**config.mk**
```make
export PLATFORM = sky130hd
export DESIGN_NAME = mem_arbiter
export DESIGN_NICKNAME = d
export VERILOG_FILES = /design/src/rtl/mem_arbiter_pkg.sv /design/src/rtl/mem_arbiter_rr2.sv /design/src/rtl/mem_arbiter.sv
export SDC_FILE = /design/constraint.sdc
export NUM_CORES = 1
export LEC_CHECK = 0
export CAP_MARGIN = 40
export CELL_PAD_IN_SITES_DETAIL_PLACEMENT = 0
export CELL_PAD_IN_SITES_GLOBAL_PLACEMENT = 2
export CORE_MARGIN = 3
export CORE_UTILIZATION = 10
export CTS_BUF_LIST = sky130_fd_sc_hd__clkbuf_4
export DETAILED_ROUTE_END_ITERATION = 10
export GPL_TIMING_DRIVEN = 0
export PLACE_DENSITY = 0.94
export SYNTH_ARGS = -nofsm -noshare
export SYNTH_HDL_FRONTEND = slang
export SYNTH_SLANG_ARGS = --single-unit
```
**constraint.sdc**
```tcl
create_clock -name clk -period 1.6 [get_ports clk]
set_input_delay 0.16 -clock clk [delete_from_list [all_inputs] [get_ports clk]]
set_output_delay 0.16 -clock clk [all_outputs]
set_load 0.01 [all_outputs]
```
**src/rtl/mem_arbiter_pkg.sv**
```systemverilog
// Shared state encoding and master ids for the two-master memory arbiter.
// The arbiter top and the round-robin picker both import this package.
package mem_arbiter_pkg;

  typedef enum logic {
    ARB_ST_IDLE    = 1'b0,
    ARB_ST_RD_PEND = 1'b1
  } arb_state_t;

  localparam logic ARB_M0 = 1'b0;
  localparam logic ARB_M1 = 1'b1;

endpackage

```
**src/rtl/mem_arbiter_rr2.sv**
```systemverilog
// Two-way round-robin picker: a lone requester wins, a tie goes to the
// master that was not granted last. Purely combinational.
import mem_arbiter_pkg::*;

module arb_rr2 (
  input  logic [1:0] req,
  input  logic       last_gnt,
  input  logic       en,
  output logic [1:0] gnt
);

  always_comb begin
    gnt = 2'b00;
    if (en) begin
      if (req == 2'b11) begin
        gnt = (last_gnt == ARB_M1) ? 2'b01 : 2'b10;
      end else begin
        gnt = req;
      end
    end
  end

endmodule

```
**src/rtl/mem_arbiter.sv**
```systemverilog
// Shares one memory port between two masters with round-robin grants,
// one outstanding read, owner-only read routing and a read timeout.
import mem_arbiter_pkg::*;

module mem_arbiter #(
  parameter int W       = 32,
  parameter int AW      = 16,
  parameter int TIMEOUT = 15
) (
  input  logic          clk,
  input  logic          rst_n,
  input  logic          m0_ren,
  input  logic          m0_wen,
  input  logic [AW-1:0] m0_addr,
  input  logic [W-1:0]  m0_wdata,
  input  logic [3:0]    m0_wmask,
  output logic          m0_ack,
  output logic [W-1:0]  m0_rdata,
  output logic          m0_rd_valid,
  input  logic          m1_ren,
  input  logic          m1_wen,
  input  logic [AW-1:0] m1_addr,
  input  logic [W-1:0]  m1_wdata,
  input  logic [3:0]    m1_wmask,
  output logic          m1_ack,
  output logic [W-1:0]  m1_rdata,
  output logic          m1_rd_valid,
  output logic          mem_ren,
  output logic          mem_wen,
  output logic [AW-1:0] mem_addr,
  output logic [W-1:0]  mem_wdata,
  output logic [3:0]    mem_wmask,
  input  logic [W-1:0]  mem_rdata,
  input  logic          mem_rd_valid,
  output logic          timeout
);

  localparam int CW = (TIMEOUT > 1) ? $clog2(TIMEOUT) : 1;
  localparam logic [CW-1:0] CNT_LAST = CW'(TIMEOUT - 1);

  arb_state_t    state, state_nx;
  logic          owner, owner_nx;
  logic [CW-1:0] cnt, cnt_nx;
  logic          last_gnt, last_gnt_nx;

  logic [1:0]    req;
  logic [1:0]    gnt;
  logic          rd_done;
  logic          rd_tmo;
  logic          can_accept;
  logic          resp_valid;
  logic [W-1:0]  resp_data;

  assign req        = {m1_ren | m1_wen, m0_ren | m0_wen};
  assign rd_done    = (state == ARB_ST_RD_PEND) && mem_rd_valid;
  assign rd_tmo     = (state == ARB_ST_RD_PEND) && !mem_rd_valid && (cnt == CNT_LAST);
  // Gating with rst_n keeps every output low while reset is held.
  assign can_accept = rst_n && ((state == ARB_ST_IDLE) || rd_done);

  arb_rr2 u_rr (
    .req      (req),
    .last_gnt (last_gnt),
    .en       (can_accept),
    .gnt      (gnt)
  );

  always_comb begin
    mem_ren   = 1'b0;
    mem_wen   = 1'b0;
    mem_addr  = '0;
    mem_wdata = '0;
    mem_wmask = '0;
    if (gnt[0]) begin
      mem_wen   = m0_wen;
      mem_ren   = m0_ren & ~m0_wen;
      mem_addr  = m0_addr;
      mem_wdata = m0_wdata;
      mem_wmask = m0_wmask;
    end else if (gnt[1]) begin
      mem_wen   = m1_wen;
      mem_ren   = m1_ren & ~m1_wen;
      mem_addr  = m1_addr;
      mem_wdata = m1_wdata;
      mem_wmask = m1_wmask;
    end
  end

  assign m0_ack = gnt[0];
  assign m1_ack = gnt[1];

  assign resp_valid  = rst_n && (rd_done || rd_tmo);
  assign resp_data   = rd_tmo ? '0 : mem_rdata;
  assign m0_rd_valid = resp_valid && (owner == ARB_M0);
  assign m1_rd_valid = resp_valid && (owner == ARB_M1);
  assign m0_rdata    = m0_rd_valid ? resp_data : '0;
  assign m1_rdata    = m1_rd_valid ? resp_data : '0;
  assign timeout     = rst_n && rd_tmo;

  // A read completing and a new read being accepted in the same cycle
  // keeps the arbiter in RD_PEND with the new owner.
  always_comb begin
    state_nx    = state;
    owner_nx    = owner;
    cnt_nx      = cnt;
    last_gnt_nx = last_gnt;
    if (|gnt) begin
      last_gnt_nx = gnt[1];
    end
    if (state == ARB_ST_IDLE) begin
      if (mem_ren) begin
        state_nx = ARB_ST_RD_PEND;
        owner_nx = gnt[1];
        cnt_nx   = '0;
      end
    end else begin
      if (rd_done) begin
        cnt_nx = '0;
        if (mem_ren) begin
          state_nx = ARB_ST_RD_PEND;
          owner_nx = gnt[1];
        end else begin
          state_nx = ARB_ST_IDLE;
        end
      end else if (rd_tmo) begin
        state_nx = ARB_ST_IDLE;
        cnt_nx   = '0;
      end else begin
        cnt_nx = cnt + CW'(1);
      end
    end
  end

  always_ff @(posedge clk) begin
    if (!rst_n) begin
      state    <= ARB_ST_IDLE;
      owner    <= ARB_M0;
      cnt      <= '0;
      last_gnt <= ARB_M1;
    end else begin
      state    <= state_nx;
      owner    <= owner_nx;
      cnt      <= cnt_nx;
      last_gnt <= last_gnt_nx;
    end
  end

endmodule

```
# == Word-level counts from Yosys, hierarchy flattened ==
# Index checks and enable logic that the tools add are counted.
# totals
out_inout_bits,123
regBits,7
word_cells,56
input_bits,143
# op_classes
n_addsub,1
n_mux,27
reduce_logical,13
n_eq_ne,3
bitwise,8
# ops
op,count
2-to-1 mux 32 bit,5
2-to-1 mux 16 bit,2
2-to-1 mux 4 bit,6
2-to-1 mux 1 bit,11
logical AND 1 bit,8
2-to-1 mux 2 bit,3
"adder 4 x 1 -> 4 bit, second input constant",1
"equality test 4 bit, second input constant",1
inverter 1 bit,4
bitwise AND 1 bit,2
"equality test 2 bit, second input constant",1
logical OR 1 bit,2
"inequality test 2 x 1 -> 1 bit, second input constant",1
OR 1 bit,2
nonzero test 2 bit,1
OR reduction 2 bit,1
zero test 1 bit,1

# == Longest topological paths before layout ==
# Gate-level depths: netlist of run 1.
# logic_depth
word_depth,9
mapped_depth,6
mapped_depth_nobuf,6

# == Modules after synthesis ==
# A second synthesis of run 1 with hierarchy kept.
# unflattened
hier_cells,198
area_unflattened_um2,1407.6
# modules_own_cells
module,cells_each,area_per_inst_um2,instances,seq_area_each_um2
mem_arbiter,193,1386.3,1,140.1
arb_rr2,5,21.3,1,0.0

# == Worst setup path before layout of run 1 ==
# Ideal clock, no wire load.
# synth_path
kind,reg2reg
from,reg cnt[0]
to,reg cnt[2]
synth_period_minus_slack_ps,1367
stages_incl_launch_ff,6
required_ps,1509
slack_ps,233
path_buffers,0
setup_time_ps,91
t_arrival_ps,1276
path_cell_list,dfxtp_1 -> inv_1 -> ha_1 -> and3_1 -> or3_1 -> a311oi_1
# synth_between
elab_chain_cells,5
elab_cells_between_ends,6
cone_classes,add/sub (1); eq/ne (1); mux (3); reduce/logical (1)
# synth_lines
element,line_no,rtl
from (decl),mem_arbiter.sv:43,"logic [CW-1:0] cnt, cnt_nx;"
from (signal assigned),mem_arbiter.sv:142,cnt <= cnt_nx;
"parallel branches: the longest is 2 deep, another holds adder 4 x 1 -> 4 bit",-,
2-to-1 mux 4 bit (*),mem_arbiter.sv:124,end else if (rd_tmo) begin
2-to-1 mux 4 bit (*),mem_arbiter.sv:116,if (rd_done) begin
2-to-1 mux 4 bit (*),mem_arbiter.sv:109,if (state == ARB_ST_IDLE) begin
# Every way passes the cells marked *.
# A chain may end at the register's enable or synchronous reset.

# == Final worst setup path of run 1 ==
# layout_path
from,reg state
to,out m0_rdata[8]
# layout_between
elab_chain_cells,6
elab_cells_between_ends,8
cone_classes,mux (2); reduce/logical (6)
# layout_lines
element,line_no,rtl
from (decl),mem_arbiter.sv:41,"arb_state_t state, state_nx;"
from (signal assigned),mem_arbiter.sv:140,state <= state_nx;
logical AND 1 bit (2 in series),mem_arbiter.sv:56,assign rd_tmo = (state == ARB_ST_RD_PEND) && !mem_rd_valid && (cnt == CNT_LAST);
logical OR 1 bit,mem_arbiter.sv:91,assign resp_valid = rst_n && (rd_done || rd_tmo);
logical AND 1 bit,mem_arbiter.sv:91,
logical AND 1 bit,mem_arbiter.sv:93,assign m0_rd_valid = resp_valid && (owner == ARB_M0);
2-to-1 mux 32 bit (*),mem_arbiter.sv:95,assign m0_rdata = m0_rd_valid ? resp_data : '0;
to (decl),mem_arbiter.sv:18,"output logic [W-1:0] m0_rdata,"
# Every way passes the cells marked *; elsewhere a longest branch is shown, timed or not.

==> results_dict.tcl, run 1 <==
set metrics [dict create \
    areaGrowthSynthToFinish_pct 223 \
    vias 3151 \
    max_slew_margin_pct 78.4 \
    tightest_slew_ns 0.323 \
    p_per_area_nw_per_um2 355 \
    synth_top_area_cell "and2_1" \
    ant_nets 0 \
    fin_util_pct 33.1 \
    synth_fp_nets 402 \
    portBuffers 264 \
    post-route-period-util_pct 107 \
    fin_nets 699 \
    crit_required_ns 1.44 \
    layout.cells.most_common "clkdlybuf4s50_1" \
    grt_usage_pct 11.4 \
    max_cap_viol_count 0 \
    rsz0062_at_grt "true" \
    synth_area_um2 1630 \
    syn_inst 257 \
    setup_violations 84 \
    worstSetupPathType "flop to output port" \
    leakage_nw 2.36 \
    dpl.cell_count 737 \
    dieArea_um2 17800 \
    cts_buffers 3 \
    ios 266 \
    drc 0 \
    core_area_um2 15900 \
    ys_seq_area_share_pct 8.61 \
    ys_ff_latch 7 \
    mostFrequentLayoutCells "136 x clkdlybuf4s50_1, 63 x buf_2, 51 x buf_6, 50 x nor2_1, 44 x a22oi_2" \
    ys_top_cells_by_area "and2_1 25%, a22oi_1 24%, nor2_1 13%, dfxtp_1 8.6%, clkbuf_1 2.5%" \
    initial_utilization_pct 10.2 \
    yosysWarnings 0 \
    min_period_ns 1.72 \
    drv_slew 0 \
    hp-class "input port to flop" \
    critPathBufInv 4 \
    clock_tree.root_cell "clkbuf_4" \
    wl_um 12000 \
    grt_pass1_vias 3156 \
    crit_chain "nand2_4 > nor3b_4 > buf_6 > buf_8 > buf_6 > and2_4 > buf_6" \
    hold_violations 0 \
    firstDrtPassIters 4 \
    critical_path.max_fanout 7 \
    failed_checks "setup timing" \
    grt_max_degree 11 \
    cp-end-kind "output port" \
    cp-start-kind "flop" \
    p_total_mw 1.87 \
    die_h_um 134 \
    postCtsHoldBufs 0 \
    crit_top_cell "buf_6" \
    htreeDepth 1 \
    cp.arrival_ns 1.56 \
    hpwlAfterDp_um 9100 \
    worst_path_max_delay_cell "dfxtp_4" \
    holdWs_ns 0.180 \
    antenna_found_initial 0 \
    die_width_um 134 \
    cp_top_family "buffers and inverters" \
    viasPerCell 4.10 \
    cts.sinks 7 \
    gp_congestion 0.794 \
    clk_latency_ns 0.26 \
    synth_cell_types 37 \
    wl_per_cell_um 15.6 \
    slowest_delay_ns 0.39 \
    first_iter_violations 43 \
    clockBufferDepth 2 \
    irDropWorstVdd_mv 0.163 \
    setup_ws_ns -0.115 \
    drive_gt1_share_pct 53.5 \
    synth_top_area_share_pct 24.6 \
    syn_area_per_cell_um2 6.33 \
    clk_pin_slew_ns 0.06 \
    rows 46 \
    fmax_mhz 583 \
    clock_skew_ns 0.0111 \
    cts_tree "built" \
    grt.overflow.total 0 \
    status "finished with violations" \
    diodes 0 \
    final_cells 769 \
    grt_pass1_wl_um 16800 \
    pre_cts_slack_ns -1.12 \
]
## flip-flops by register name, indices dropped and copies added (netlist names)
name      cells
cnt           4
owner         1
state         1
last_gnt      1
## routing by layer
| metal | share of wire [%] | vias to the layer above | track usage, % |
|---|---|---|---|
| met2 | 55 | 223 | 24.0 |
| met5 | 0 | - | 0 |
| li1 | - | 1490 | - |
| met3 | 9.2 | 18 | 3.32 |
| met4 | 1.4 | 0 | 1.43 |
| met1 | 35 | 1420 | 11.1 |
## final timing paths
| path | from | endpoint | slack (ns) | depth (start not counted) |
|---|---|---|---|---|
| worst max-delay path | state$_SDFF_PN0_ | m0_rdata[8] | -0.12 | 7 |
| worst min-delay path | rst_n | last_gnt$_SDFFE_PN1P_ | 0.18 | 2 |
| worst max register to register | last_gnt$_SDFFE_PN1P_ | cnt[3]$_SDFFE_PN0P_ | 0.12 | 4 |
| worst min register to register | cnt[1]$_SDFFE_PN0P_ | cnt[1]$_SDFFE_PN0P_ | 0.52 | 2 |
## cell families after synthesis
kind of cell | synth area share (%)
and+or+nand+nor | 48.3
buffers and inverters | 9.38
adders and majority gates | 1.54
AOI/OAI and AO/OA | 31.6
muxes | 0.615
DFF | 8.61
## cell type report
type / instances / area, um^2
fill: 1659 / 10600
clock buffer: 3 / 22.5
buffer: 24 / 343
clock inverter: 1 / 5.00
inverter: 6 / 22.5
tap: 216 / 270
timing repair buffer: 293 / 2680
multi-input combinational: 219 / 1760
sequential: 7 / 154
## report_power, final
group / switching (mW) / internal, mW
registers: 0.0149 / 0.185
clock network: 0.0716 / 0.0917
logic: 0.622 / 0.880
## synth_stat cells
cell type,n
o21bai_1,1
or3_1,2
a311oi_1,2
a21oi_4,1
dfxtp_1,7
and3_1,2
and2b_1,1
ha_1,2
buf_4,5
o21ai_0,1
buf_2,8
o31a_1,1
nand2_1,5
inv_1,6
nand4_1,1
or4_4,1
clkbuf_1,11
and2_1,64
mux2i_1,1
and4_1,1
nor3b_1,2
or2_1,1
nor3b_2,1
o21a_1,1
o22ai_2,1
a21oi_1,5
and3b_1,1
o211a_1,1
o2111ai_1,1
nand2b_1,2
o21ai_1,1
nand3_1,2
nor2_1,56
a22oi_1,52
nor2b_1,2
nor3_1,4
buf_6,1
## stage by stage
stage | TNS, ns | cell area (um^2)
floorplan | 0 | 1630
global placement | -94.71 | 4540
detailed placement | -97.08 | 4540
CTS | -9.34 | 4700
global route | -11.61 | 5260
finish | -3.32 | 5260
## timing repair
action                                 4_1_cts  5_1_grt
gates resized for setup                    512      226
buffers inserted                            12        6
setup endpoints to repair                  125      122
cloned                                       4        7
pin swaps                                   15       50
endpoints found under the hold margin        0        0
No activity file was read; power rests on OpenSTA's default activity.
==> inputs of run 2 (changes only) <==
- CORE_MARGIN: 3 -> 2
- SKIP_CTS_REPAIR_TIMING: unset -> 1
- SLEW_MARGIN: unset -> 10
==> results_dict.tcl, run 2 (synthesized netlist as in run 1, its figures left out) <==
set metrics [dict create \
    rsz0062_at_grt "true" \
    wl_per_cell_um 14.6 \
    diodes 0 \
    viasPerCell 4.06 \
    setup_tns_ns -2.18 \
    cp-start-kind "flop" \
    switching_share_pct 38.8 \
    post-route-period-util_pct 116 \
    ios 266 \
    cts.sinks 7 \
    holdWs_ns 0.183 \
    max_slew_margin_pct 71.5 \
    reg2reg_from "cnt[0]$_SDFFE_PN0P_" \
    hpwlAfterDp_um 8690 \
    vias 3057 \
    first_iter_violations 96 \
    min_from "rst_n" \
    fin_nets 683 \
    max_cap_viol_count 0 \
    p_per_area_nw_per_um2 355 \
    gp_congestion 0.882 \
    status "finished with violations" \
    setup_ws_ns -0.251 \
    hold_violations 0 \
    internal_power_mw 1.06 \
    drc 0 \
    grt_pass1_wl_um 15200 \
    clockBufferDepth 2 \
    initial_utilization_pct 10.2 \
    fin_util_pct 30.8 \
    p_comb_share_pct 78.9 \
    cts_buffers 3 \
    firstDrtPassIters 4 \
    fmax_mhz 540 \
    setup_violations 52 \
    hp-class "input port to flop" \
    clock_tree.root_cell "clkbuf_4" \
    grt_usage_pct 10.6 \
    tightest_slew_ns 0.427 \
    grt_max_degree 11 \
    slowest_delay_ns 0.53 \
    worst_path_max_delay_cell "clkdlybuf4s50_1" \
    portBuffers 264 \
    grt.overflow.total 0 \
    clk_pin_slew_ns 0.06 \
    failed_checks "setup timing" \
    cts_tree "built" \
    cp-end-kind "output port" \
    antenna_found_initial 0 \
    crit_chain "and4_4 > buf_4 > and2_1 > clkdlybuf4s50_1" \
    clk_latency_ns 0.25 \
    cp.arrival_ns 1.69 \
    min_period_ns 1.85 \
    htreeDepth 1 \
    core_area_um2 15900 \
    pre_cts_slack_ns -1.13 \
    critPathBufInv 2 \
    ant_nets 0 \
    largest_reg_flops 4 \
    leakage_nw 2.69 \
    die_width_um 132 \
    drv_slew 0 \
    dieArea_um2 17300 \
    worstSetupPathType "flop to output port" \
    cp_top_family "buffers and inverters" \
    areaGrowthSynthToFinish_pct 201 \
    crit_required_ns 1.44 \
    die_h_um 132 \
    layout.cells.most_common "clkdlybuf4s50_1" \
    p_sw_mw 0.674 \
    drive_gt1_share_pct 38.9 \
    seqPwrFrac_pct 11.6 \
    regMostFlops "cnt" \
    mostFrequentLayoutCells "139 x clkdlybuf4s50_1, 73 x buf_2, 63 x and2_1, 40 x a22oi_2, 40 x nor2_1" \
    irDropWorstVdd_mv 0.129 \
    wl_um 11000 \
    rows 46 \
    grt_pass1_vias 2961 \
    critical_path.max_fanout 10 \
    crit_start "state$_SDFF_PN0_" \
    clock_skew_ns 0.00520 \
    power_frac_clock_pct 9.4 \
]
## run 2: changes by cell type in the layout (fill, tap and decap cells not counted), moves of 4 or more
| cell | previous run | this run |
|---|---|---|
| clkbuf_16 | 7 | 2 |
| nor2_2 | 5 | 14 |
| nor2_1 | 50 | 40 |
| buf_2 | 63 | 73 |
| buf_6 | 51 | 12 |
| clkbuf_2 | 22 | 15 |
| a22oi_2 | 44 | 40 |
| a22oi_1 | 8 | 12 |
| and2_1 | 22 | 63 |
| buf_8 | 11 | 3 |
| and2_4 | 42 | 1 |
| dlymetal6s2s_1 | 0 | 36 |
## run 2: worst paths after layout
kind,end,slack (ns),depth (start not counted)
max,m1_rdata[24],-0.25,4
min,last_gnt$_SDFFE_PN1P_,0.18,2
max reg2reg,cnt[2]$_SDFFE_PN0P_,0.12,5
min reg2reg,cnt[0]$_SDFFE_PN0P_,0.50,2
## run 2: routing by layer
metal | GRT usage [%] | wire, um | part of all wire, % | vias up
met5 | 0 | 0 | 0 | -
li1 | - | - | - | 1465
met3 | 3.20 | 1030 | 9.4 | 8
met2 | 21.8 | 6020 | 55 | 204
met4 | 1.45 | 65 | 0.59 | 0
met1 | 10.5 | 3840 | 35 | 1380
## run 2: metrics by stage
step	instances	cell area, um^2	power [mW]
3_3_place_gp	737	4540	1.39
3_5_place_dp	737	4540	1.40
2_1_floorplan	257	1630	0.644
4_1_cts	741	4570	1.57
6_report	753	4900	1.74
5_1_grt	753	4900	1.86
## run 2: worst reg2reg max path: stages, from the launching register on
cell and delay (ns):
dfxtp_1 0.36, inv_2 0.05, ha_2 0.18, and3_4 0.18, or3_1 0.31, a311oi_1 0.30
## run 2: power groups by stage
stage               clock network, mW  registers (mW)  logic [mW]
floorplan                           0           0.195       0.450
global placement                    0           0.197        1.20
detailed placement                  0           0.197        1.20
CTS                             0.168           0.193        1.21
global route                    0.179           0.204        1.48
finish                          0.164           0.202        1.37
## run 2: final cells by class
class	count	area, um^2
clock inverter	1	5.00
inverter	6	22.5
timing repair buffer	277	2460
sequential	7	153
multi-input combinational	219	1670
clock buffer	3	22.5
tap	216	270
buffer	24	297
fill	1690	11000
